## config.mk

```make
export PLATFORM = sky130hd
export DESIGN_NAME = fir_valu_sequencer
export DESIGN_NICKNAME = d
export VERILOG_FILES = /design/src/rtl/fir_valu_sequencer_pkg.sv /design/src/rtl/fir_valu_sequencer.sv
export SDC_FILE = /design/constraint.sdc
export NUM_CORES = 2
export LEC_CHECK = 0
export ABC_AREA = 0
export CORE_AREA = 2 2 608 610
export DETAILED_ROUTE_END_ITERATION = 12
export DIE_AREA = 0 0 610 612
export SYNTH_ARGS = -nofsm -noshare
export SYNTH_HDL_FRONTEND = slang
export SYNTH_SLANG_ARGS = --single-unit
export TNS_END_PERCENT = 100
```

## constraint.sdc

```tcl
create_clock -name clk -period 4.8 [get_ports clk]
set_input_delay 0.96 -clock clk [delete_from_list [all_inputs] [get_ports clk]]
set_output_delay 0.96 -clock clk [all_outputs]
set_load 0.05 [all_outputs]
```

## src/rtl/fir_valu_sequencer_pkg.sv

```systemverilog
// Shared types and constants for the FIR vector-ALU sequencer: state encoding,
// ALU opcodes and default vector geometry.
package fir_valu_sequencer_pkg;

  localparam int unsigned DEF_LANES  = 16;
  localparam int unsigned DEF_LANE_W = 16;
  localparam int unsigned DEF_TAP_W  = 4;

  typedef enum logic [2:0] {
    ST_IDLE      = 3'd0,
    ST_WAIT_COEF = 3'd1,
    ST_MUL       = 3'd2,
    ST_ACC       = 3'd3,
    ST_ROT       = 3'd4,
    ST_DONE      = 3'd5
  } seq_state_e;

  localparam logic [2:0] OP_ADD  = 3'b000;
  localparam logic [2:0] OP_SUB  = 3'b001;
  localparam logic [2:0] OP_VMUL = 3'b011;
  localparam logic [2:0] OP_VROT = 3'b101;

endpackage

```

## src/rtl/fir_valu_sequencer.sv

```systemverilog
// FIR tap sequencer driving an external vector ALU: per coefficient it issues a
// multiply, an accumulate and a window rotation, then holds the result for the consumer.
module fir_valu_sequencer
  import fir_valu_sequencer_pkg::*;
#(
  parameter int unsigned LANES  = DEF_LANES,
  parameter int unsigned LANE_W = DEF_LANE_W,
  parameter int unsigned TAP_W  = DEF_TAP_W
) (
  input  logic                    clk,
  input  logic                    rst,
  input  logic                    start,
  input  logic [TAP_W-1:0]        num_taps,
  input  logic [LANES*LANE_W-1:0] sample_in,
  output logic                    busy,
  input  logic                    coef_valid,
  output logic                    coef_ready,
  input  logic [LANES*LANE_W-1:0] coef_data,
  output logic [LANES*LANE_W-1:0] alu_a,
  output logic [LANES*LANE_W-1:0] alu_b,
  output logic [2:0]              alu_ctrl,
  output logic                    alu_vec_sel,
  input  logic [LANES*LANE_W-1:0] alu_result,
  output logic                    result_valid,
  input  logic                    result_ready,
  output logic [LANES*LANE_W-1:0] result_data
);

  localparam int unsigned VEC_W = LANES * LANE_W;

  seq_state_e       state_r, state_s;
  logic [VEC_W-1:0] window_r, window_s;
  logic [VEC_W-1:0] acc_r, acc_s;
  logic [VEC_W-1:0] prod_r, prod_s;
  logic [VEC_W-1:0] coef_r, coef_s;
  logic [TAP_W-1:0] tap_cnt_r, tap_cnt_s;
  logic [TAP_W-1:0] num_taps_r, num_taps_s;
  logic [TAP_W-1:0] tap_inc_s;

  logic [VEC_W-1:0] alu_a_r, alu_a_s;
  logic [VEC_W-1:0] alu_b_r, alu_b_s;
  logic [2:0]       alu_ctrl_r, alu_ctrl_s;
  logic             alu_vec_sel_r, alu_vec_sel_s;
  logic             busy_r, busy_s;
  logic             coef_ready_r, coef_ready_s;
  logic             result_valid_r, result_valid_s;

  assign tap_inc_s = tap_cnt_r + {{(TAP_W-1){1'b0}}, 1'b1};

  // Next state and datapath register updates
  always_comb begin
    state_s    = state_r;
    window_s   = window_r;
    acc_s      = acc_r;
    prod_s     = prod_r;
    coef_s     = coef_r;
    tap_cnt_s  = tap_cnt_r;
    num_taps_s = num_taps_r;
    case (state_r)
      ST_IDLE: begin
        if (start) begin
          window_s   = sample_in;
          acc_s      = '0;
          tap_cnt_s  = '0;
          num_taps_s = num_taps;
          if (num_taps == {TAP_W{1'b0}}) begin
            state_s = ST_DONE;
          end else begin
            state_s = ST_WAIT_COEF;
          end
        end else begin
          state_s = ST_IDLE;
        end
      end
      ST_WAIT_COEF: begin
        if (coef_valid) begin
          coef_s  = coef_data;
          state_s = ST_MUL;
        end else begin
          state_s = ST_WAIT_COEF;
        end
      end
      ST_MUL: begin
        prod_s  = alu_result;
        state_s = ST_ACC;
      end
      ST_ACC: begin
        acc_s   = alu_result;
        state_s = ST_ROT;
      end
      ST_ROT: begin
        window_s  = alu_result;
        tap_cnt_s = tap_inc_s;
        if (tap_inc_s == num_taps_r) begin
          state_s = ST_DONE;
        end else begin
          state_s = ST_WAIT_COEF;
        end
      end
      ST_DONE: begin
        if (result_ready) begin
          state_s = ST_IDLE;
        end else begin
          state_s = ST_DONE;
        end
      end
      default: begin
        state_s = ST_IDLE;
      end
    endcase
  end

  // Outputs decoded from the upcoming state so they can be registered yet line up with it
  always_comb begin
    alu_a_s       = '0;
    alu_b_s       = '0;
    alu_ctrl_s    = OP_ADD;
    alu_vec_sel_s = 1'b0;
    case (state_s)
      ST_MUL: begin
        alu_a_s       = window_s;
        alu_b_s       = coef_s;
        alu_ctrl_s    = OP_VMUL;
        alu_vec_sel_s = 1'b1;
      end
      ST_ACC: begin
        alu_a_s       = acc_s;
        alu_b_s       = prod_s;
        alu_ctrl_s    = OP_ADD;
        alu_vec_sel_s = 1'b1;
      end
      ST_ROT: begin
        alu_a_s       = window_s;
        alu_b_s       = '0;
        alu_ctrl_s    = OP_VROT;
        alu_vec_sel_s = 1'b1;
      end
      default: begin
        alu_a_s       = '0;
        alu_b_s       = '0;
        alu_ctrl_s    = OP_ADD;
        alu_vec_sel_s = 1'b0;
      end
    endcase
    busy_s         = (state_s != ST_IDLE);
    coef_ready_s   = (state_s == ST_WAIT_COEF);
    result_valid_s = (state_s == ST_DONE);
  end

  // State, datapath and output registers
  always_ff @(posedge clk) begin
    if (rst) begin
      state_r        <= ST_IDLE;
      window_r       <= '0;
      acc_r          <= '0;
      prod_r         <= '0;
      coef_r         <= '0;
      tap_cnt_r      <= '0;
      num_taps_r     <= '0;
      alu_a_r        <= '0;
      alu_b_r        <= '0;
      alu_ctrl_r     <= OP_ADD;
      alu_vec_sel_r  <= 1'b0;
      busy_r         <= 1'b0;
      coef_ready_r   <= 1'b0;
      result_valid_r <= 1'b0;
    end else begin
      state_r        <= state_s;
      window_r       <= window_s;
      acc_r          <= acc_s;
      prod_r         <= prod_s;
      coef_r         <= coef_s;
      tap_cnt_r      <= tap_cnt_s;
      num_taps_r     <= num_taps_s;
      alu_a_r        <= alu_a_s;
      alu_b_r        <= alu_b_s;
      alu_ctrl_r     <= alu_ctrl_s;
      alu_vec_sel_r  <= alu_vec_sel_s;
      busy_r         <= busy_s;
      coef_ready_r   <= coef_ready_s;
      result_valid_r <= result_valid_s;
    end
  end

  assign busy         = busy_r;
  assign coef_ready   = coef_ready_r;
  assign alu_a        = alu_a_r;
  assign alu_b        = alu_b_r;
  assign alu_ctrl     = alu_ctrl_r;
  assign alu_vec_sel  = alu_vec_sel_r;
  assign result_valid = result_valid_r;
  // The accumulator only moves in ACC, so it is stable for the whole DONE hold
  assign result_data  = acc_r;

endmodule
```

After elaboration in Yosys (flattened, before gate mapping)
Index checks and enable logic that the tools add are counted.

storage, ports and cells
  register bits after elaboration = 1554
  input bits = 777
  output and inout port bits = 775
  logic and storage cells = 54

operators by class
  equality and inequality tests = 12
  add/subtract/negate cells = 1
  muxes and demuxes = 19
  reductions and logical operators = 8

operators by type and width
  operator             number
  $pmux 256 s2         4
  $mux 256             5
  $pmux 3 s6           1
  $eq 3x2->1 const B   4
  $eq 3x3->1 const B   4
  $mux 3               4
  $pmux 4 s2           1
  $eq 3x1->1 const B   2
  $pmux 3 s2           1
  $add 4x1->4 const B  1
  $eq 4x4->1           1
  $logic_not 4->1      1
  $mux 4               1
  $reduce_and 2->1     2
  $logic_not 3->1      1
  $reduce_bool 3->1    1
  $reduce_or 3->1      1
  $mux 2               1
  $ne 2x2->1 const B   1
  $reduce_bool 2->1    1
  $reduce_or 2->1      1
  $mux 1               1

Logic depth before layout (Yosys ltp)
  word-level depth = 7
  mapped depth = 8
  depth with buffers taken out = 5

Worst setup path after synthesis
OpenSTA, ideal clock, no wires.

  path kind = input port to flip-flop
  start point = in rst
  end point = reg alu_b_r[247] (netlist: alu_b[247])
  buffers on the path = 4
  stages on the path = 5
  slack = 2.542 ns
  required time = 4.670 ns
  library setup time = 0.130 ns
  arrival = 2.127 ns
  cells stage by stage = clkbuf_1 > clkbuf_1 > clkbuf_1 > clkbuf_1 > o31ai_1

RTL lines
  element                 line                       source
  start: declaration      fir_valu_sequencer.sv:11   input logic rst,
  end signal: assignment  fir_valu_sequencer.sv:176  alu_b_r <= alu_b_s;
  end: declaration        fir_valu_sequencer.sv:41   logic [VEC_W-1:0] alu_b_r, alu_b_s;

No word-level cell between the ends.

Worst setup path after layout
  start point = reg state_r[1]
  end point = reg alu_b_r[125] (netlist: alu_b[125])

on the way
  longest elaborated chain between the ends = 4
  elaborated cells on any way between the ends = 12
  classes of those cells = eq/ne: 7; mux: 4; reduce/logical: 1

RTL lines
  element                             line                       source
  start: declaration                  fir_valu_sequencer.sv:31   seq_state_e state_r, state_s;
  start signal: assignment            fir_valu_sequencer.sv:168  state_r <= state_s;
  $eq 3x3->1 (tied with other cells)  fir_valu_sequencer.sv:59   case (state_r)
  $pmux 3 s6                          fir_valu_sequencer.sv:59
  $eq 3x2->1                          fir_valu_sequencer.sv:119  case (state_s)
  $pmux 256 s2 (*)                    fir_valu_sequencer.sv:119

Mark *: on every way between the ends. The rest lies on a longest branch, timed or not.
A chain may end at the register's enable or synchronous reset.

==> metrics.txt <==
# TYPE chip_impl_metric gauge
chip_impl_info{name="dominant_cell_by_count_in_the_synthesized_netlist",value="dfxtp_1"} 1
chip_impl_metric{name="crit_path_dat",unit="ns"} 4.14
chip_impl_metric{name="placedInstanceArea",unit="mm2"} 0.0623
chip_impl_metric{name="clock_latency_of_the_later_clocked_register_in_the_worst_skew_pair",unit="ns"} 0.84
chip_impl_metric{name="drt_wl_total",unit="mm"} 345
chip_impl_metric{name="final_layout_size_suffix_gt1_share",unit="%"} 5.58
chip_impl_metric{name="multi_input_comb_area",unit="mm2"} 0.0184
chip_impl_metric{name="via_count_of_the_first_global_routing_pass",unit=""} 40835
chip_impl_metric{name="finalSetupTns",unit="ns"} 0
chip_impl_info{name="setup.worst_path.start_class",value="flop"} 1
chip_impl_metric{name="setup_skew_after_layout",unit="ns"} 0.0607
chip_impl_metric{name="crit_fanout",unit=""} 56
chip_impl_metric{name="drtIter0Drc",unit=""} 4354
chip_impl_info{name="netlist.top_cell.by_area",value="dfxtp_1"} 1
chip_impl_metric{name="placeableCoreArea",unit="mm2"} 0.367
chip_impl_metric{name="io_buffer_count",unit=""} 1551
chip_impl_metric{name="synth.avg_cell_area",unit="um2"} 8.41
chip_impl_metric{name="grt_antenna_before_repair",unit=""} 246
chip_impl_metric{name="cts_buffers",unit=""} 137
chip_impl_metric{name="layout_min_cycle_time",unit="ns"} 3.49
chip_impl_metric{name="global_route.overflow_total",unit=""} 0
chip_impl_metric{name="cts_sinks",unit=""} 1042
chip_impl_metric{name="initial_core_util",unit="%"} 11.3
chip_impl_metric{name="ys_warn_count",unit=""} 0
chip_impl_info{name="hold_class",value="flop to flop"} 1
chip_impl_metric{name="globalRouteTotalUtil",unit="%"} 17.5
chip_impl_metric{name="clock.fmax",unit="MHz"} 286
chip_impl_metric{name="hold_bufs_inserted_after_cts",unit=""} 0
chip_impl_info{name="post_synth_most_frequent_cells",value="dfxtp_1 (1042), nand2_1 (780), nor2_1 (772), clkbuf_1 (295), a21oi_1 (271)"} 1
chip_impl_metric{name="detailedRoute.firstPassIterationCount",unit=""} 6
chip_impl_metric{name="power.ir.vdd_worst",unit="mV"} 0.206
chip_impl_metric{name="htreeDepth",unit=""} 4
chip_impl_metric{name="clk_pin_slew_worst_paths",unit="ns"} 0.06
chip_impl_info{name="tritoncts",value="built"} 1
chip_impl_info{name="ys.flop_type",value="dfxtp_1"} 1
chip_impl_metric{name="io-pin-count",unit=""} 1552
chip_impl_metric{name="post_cts_resize_count",unit=""} 0
chip_impl_metric{name="syn-cell-area",unit="mm2"} 0.0415
chip_impl_metric{name="critPathRequiredTime",unit="ns"} 5.45
chip_impl_metric{name="growth_of_design_area_from_synthesis_to_finish",unit="%"} 61.6
chip_impl_metric{name="synth.yosys.seq_area_share",unit="%"} 50.2
chip_impl_metric{name="die-width",unit="um"} 610
chip_impl_metric{name="drt-vias-per-instance",unit=""} 3.98
chip_impl_metric{name="post_synth_num_cell_types",unit=""} 42
chip_impl_metric{name="antenna_left",unit=""} 0
chip_impl_metric{name="power_density_over_cell_area",unit="mW/mm2"} 354
chip_impl_metric{name="synth_seq_cells",unit=""} 1042
chip_impl_metric{name="setup_failing_eps_final",unit=""} 0
chip_impl_metric{name="max-clock-path-buffers",unit=""} 4
chip_impl_metric{name="die_height",unit="um"} 612
chip_impl_metric{name="number_of_synthesized_flops_with_an_enable_pin",unit=""} 0
chip_impl_info{name="clockRootBuffer",value="clkbuf_16"} 1
chip_impl_metric{name="period_utilization",unit="%"} 72.7
chip_impl_metric{name="n_fill_cell",unit=""} 40927
chip_impl_metric{name="hpwl",unit="mm"} 279
chip_impl_metric{name="grt_start_max_net_pins",unit=""} 131
chip_impl_metric{name="setup_slack",unit="ns"} 1.31
chip_impl_metric{name="detail_route.wl_per_cell",unit="um"} 30.6
chip_impl_metric{name="final_design_area_no_fill",unit="mm2"} 0.0672
chip_impl_metric{name="synth.net_count",unit=""} 5719
chip_impl_info{name="yosys-top-cells-area",value="dfxtp_1 (50%), nand2_1 (7.0%), nor2_1 (7.0%), a22o_1 (5.3%), a22oi_1 (4.6%)"} 1
chip_impl_metric{name="max-slew-margin-rel",unit="%"} 27.3
chip_impl_metric{name="vias",unit=""} 44778
chip_impl_metric{name="final_nets",unit=""} 7028
chip_impl_info{name="path_class",value="flop to flop"} 1
chip_impl_metric{name="count_of_pins_over_their_slew_limit",unit=""} 0
chip_impl_metric{name="post_route_utilization",unit="%"} 18.3
chip_impl_info{name="kind_of_end_point_of_the_critical_path",value="flop"} 1
chip_impl_metric{name="design_power_total",unit="mW"} 23.7
chip_impl_info{name="unrepaired_setup_endpoints_after_global_routing",value="no"} 1
chip_impl_metric{name="hold_viol",unit=""} 0
chip_impl_metric{name="grt_pass1_wl",unit="mm"} 435
chip_impl_metric{name="synth_async_sr_flop_share",unit="%"} 0
chip_impl_metric{name="cap_viol_max_count",unit=""} 0
chip_impl_metric{name="total_leakage_power",unit="nW"} 21.7
chip_impl_info{name="status",value="completed"} 1
chip_impl_metric{name="flop_to_flop_setup_slack",unit="ns"} 1.31
chip_impl_metric{name="netlist_instances",unit=""} 4941
chip_impl_metric{name="pre_cts_slack",unit="ns"} 1.06
chip_impl_metric{name="drc_violations_left",unit=""} 0
chip_impl_metric{name="post-synth-top-area-fraction",unit="%"} 50.2
chip_impl_metric{name="seqCellArea",unit="mm2"} 0.0209
chip_impl_metric{name="timing_worst_slew_pin_value",unit="ns"} 1.09
chip_impl_metric{name="die_area",unit="mm2"} 0.373
chip_impl_metric{name="place_congestion",unit=""} 1.01
chip_impl_metric{name="rows",unit=""} 223
chip_impl_metric{name="post-cts-setup-buffers",unit=""} 0
path summary, 6_finish.rpt:
check,from,end,cells after the start
worst max-delay path,state_r[1]$_SDFF_PP0_,alu_b[125]$_SDFF_PP0_,6
worst min-delay path,result_data[9]$_SDFF_PP0_,alu_a[9]$_SDFF_PP0_,2
worst max register to register,state_r[1]$_SDFF_PP0_,alu_b[125]$_SDFF_PP0_,6
worst min register to register,result_data[9]$_SDFF_PP0_,alu_a[9]$_SDFF_PP0_,2
flip-flops by register name (all words and copies together), names as in the netlist, 3 cells and up:
register and cells:
alu_b 256, alu_a 256, num_taps_r 4, window_r 256, result_data 256, state_r 3, alu_ctrl 3, tap_cnt_r 4
per-stage QoR:
stage | cells | hold WS, ns
detailed placement | 10948 | 0.460
floorplan | 4941 | 0.448
global route | 11223 | 0.467
finish | 11264 | 0.458
global placement | 10947 | 0.457
CTS | 11184 | 0.442
cell usage in the layout, fill, tap and decap left out, types with 4 or more instances in the layout:
| cell | n |
|---|---|
| o21ai_1 | 7 |
| buf_4 | 81 |
| nor2_1 | 772 |
| clkinvlp_4 | 8 |
| or3_1 | 257 |
| bufinv_16 | 14 |
| xnor2_1 | 4 |
| a22oi_1 | 257 |
| clkinv_2 | 15 |
| clkbuf_8 | 26 |
| a21oi_1 | 271 |
| nand2_1 | 780 |
| o31ai_1 | 256 |
| buf_12 | 43 |
| clkbuf_16 | 140 |
| a22o_1 | 251 |
| nand3b_1 | 4 |
| clkdlybuf4s50_1 | 1543 |
| a21boi_0 | 251 |
| clkbuf_1 | 20 |
| nand3_1 | 4 |
| nor4_1 | 6 |
| dfxtp_1 | 1042 |
| diode_2 | 80 |
| o21ai_0 | 249 |
logic make-up after synthesis:
| family | Yosys count | share of synthesized area (%) |
|---|---|---|
| AOI/OAI and AO/OA | 1548 | 25.6 |
| xor gates and xnor gates | 6 | 0.126 |
| adders and majority gates | 1 | 0.0301 |
| buffers and inverters | 499 | 5.54 |
| and+or+nand+nor | 1845 | 18.5 |
| DFF | 1042 | 50.2 |
cell type report:
| type | instances | area share [%] |
|---|---|---|
| multi-input cells | 3400 | 27.5 |
| clock inverters | 50 | 1.08 |
| clock buffers | 186 | 5.86 |
| diodes | 80 | 0.298 |
| repair buffers | 1669 | 25.2 |
| flip-flops and latches | 1042 | 31.1 |
| well taps | 4837 | 9.01 |
power breakdown:
group          switching [mW]  total [mW]  internal [mW]
Sequential              0.112        9.04           8.93
Combinational            2.33        3.64           1.30
Clock                    4.53        11.1           6.53
Total                    6.98        23.7           16.8
critical path: stages, from the launching register on:
cell and delay [ns]:
dfxtp_1 0.83, nor2b_1 0.42, nor2b_4 0.48, buf_12 0.28, buf_4 0.66, nand2_1 0.12, o31ai_1 0.35
layer usage:
layer  wire [um]  part of all wire (%)  track usage [%]
met1      120000                    35             18.3
met2      163000                    47             29.2
met3       47500                    14             10.1
met4       13300                   3.9             6.22
met5        1240                  0.36                0
No activity file was read; power rests on OpenSTA's default activity.
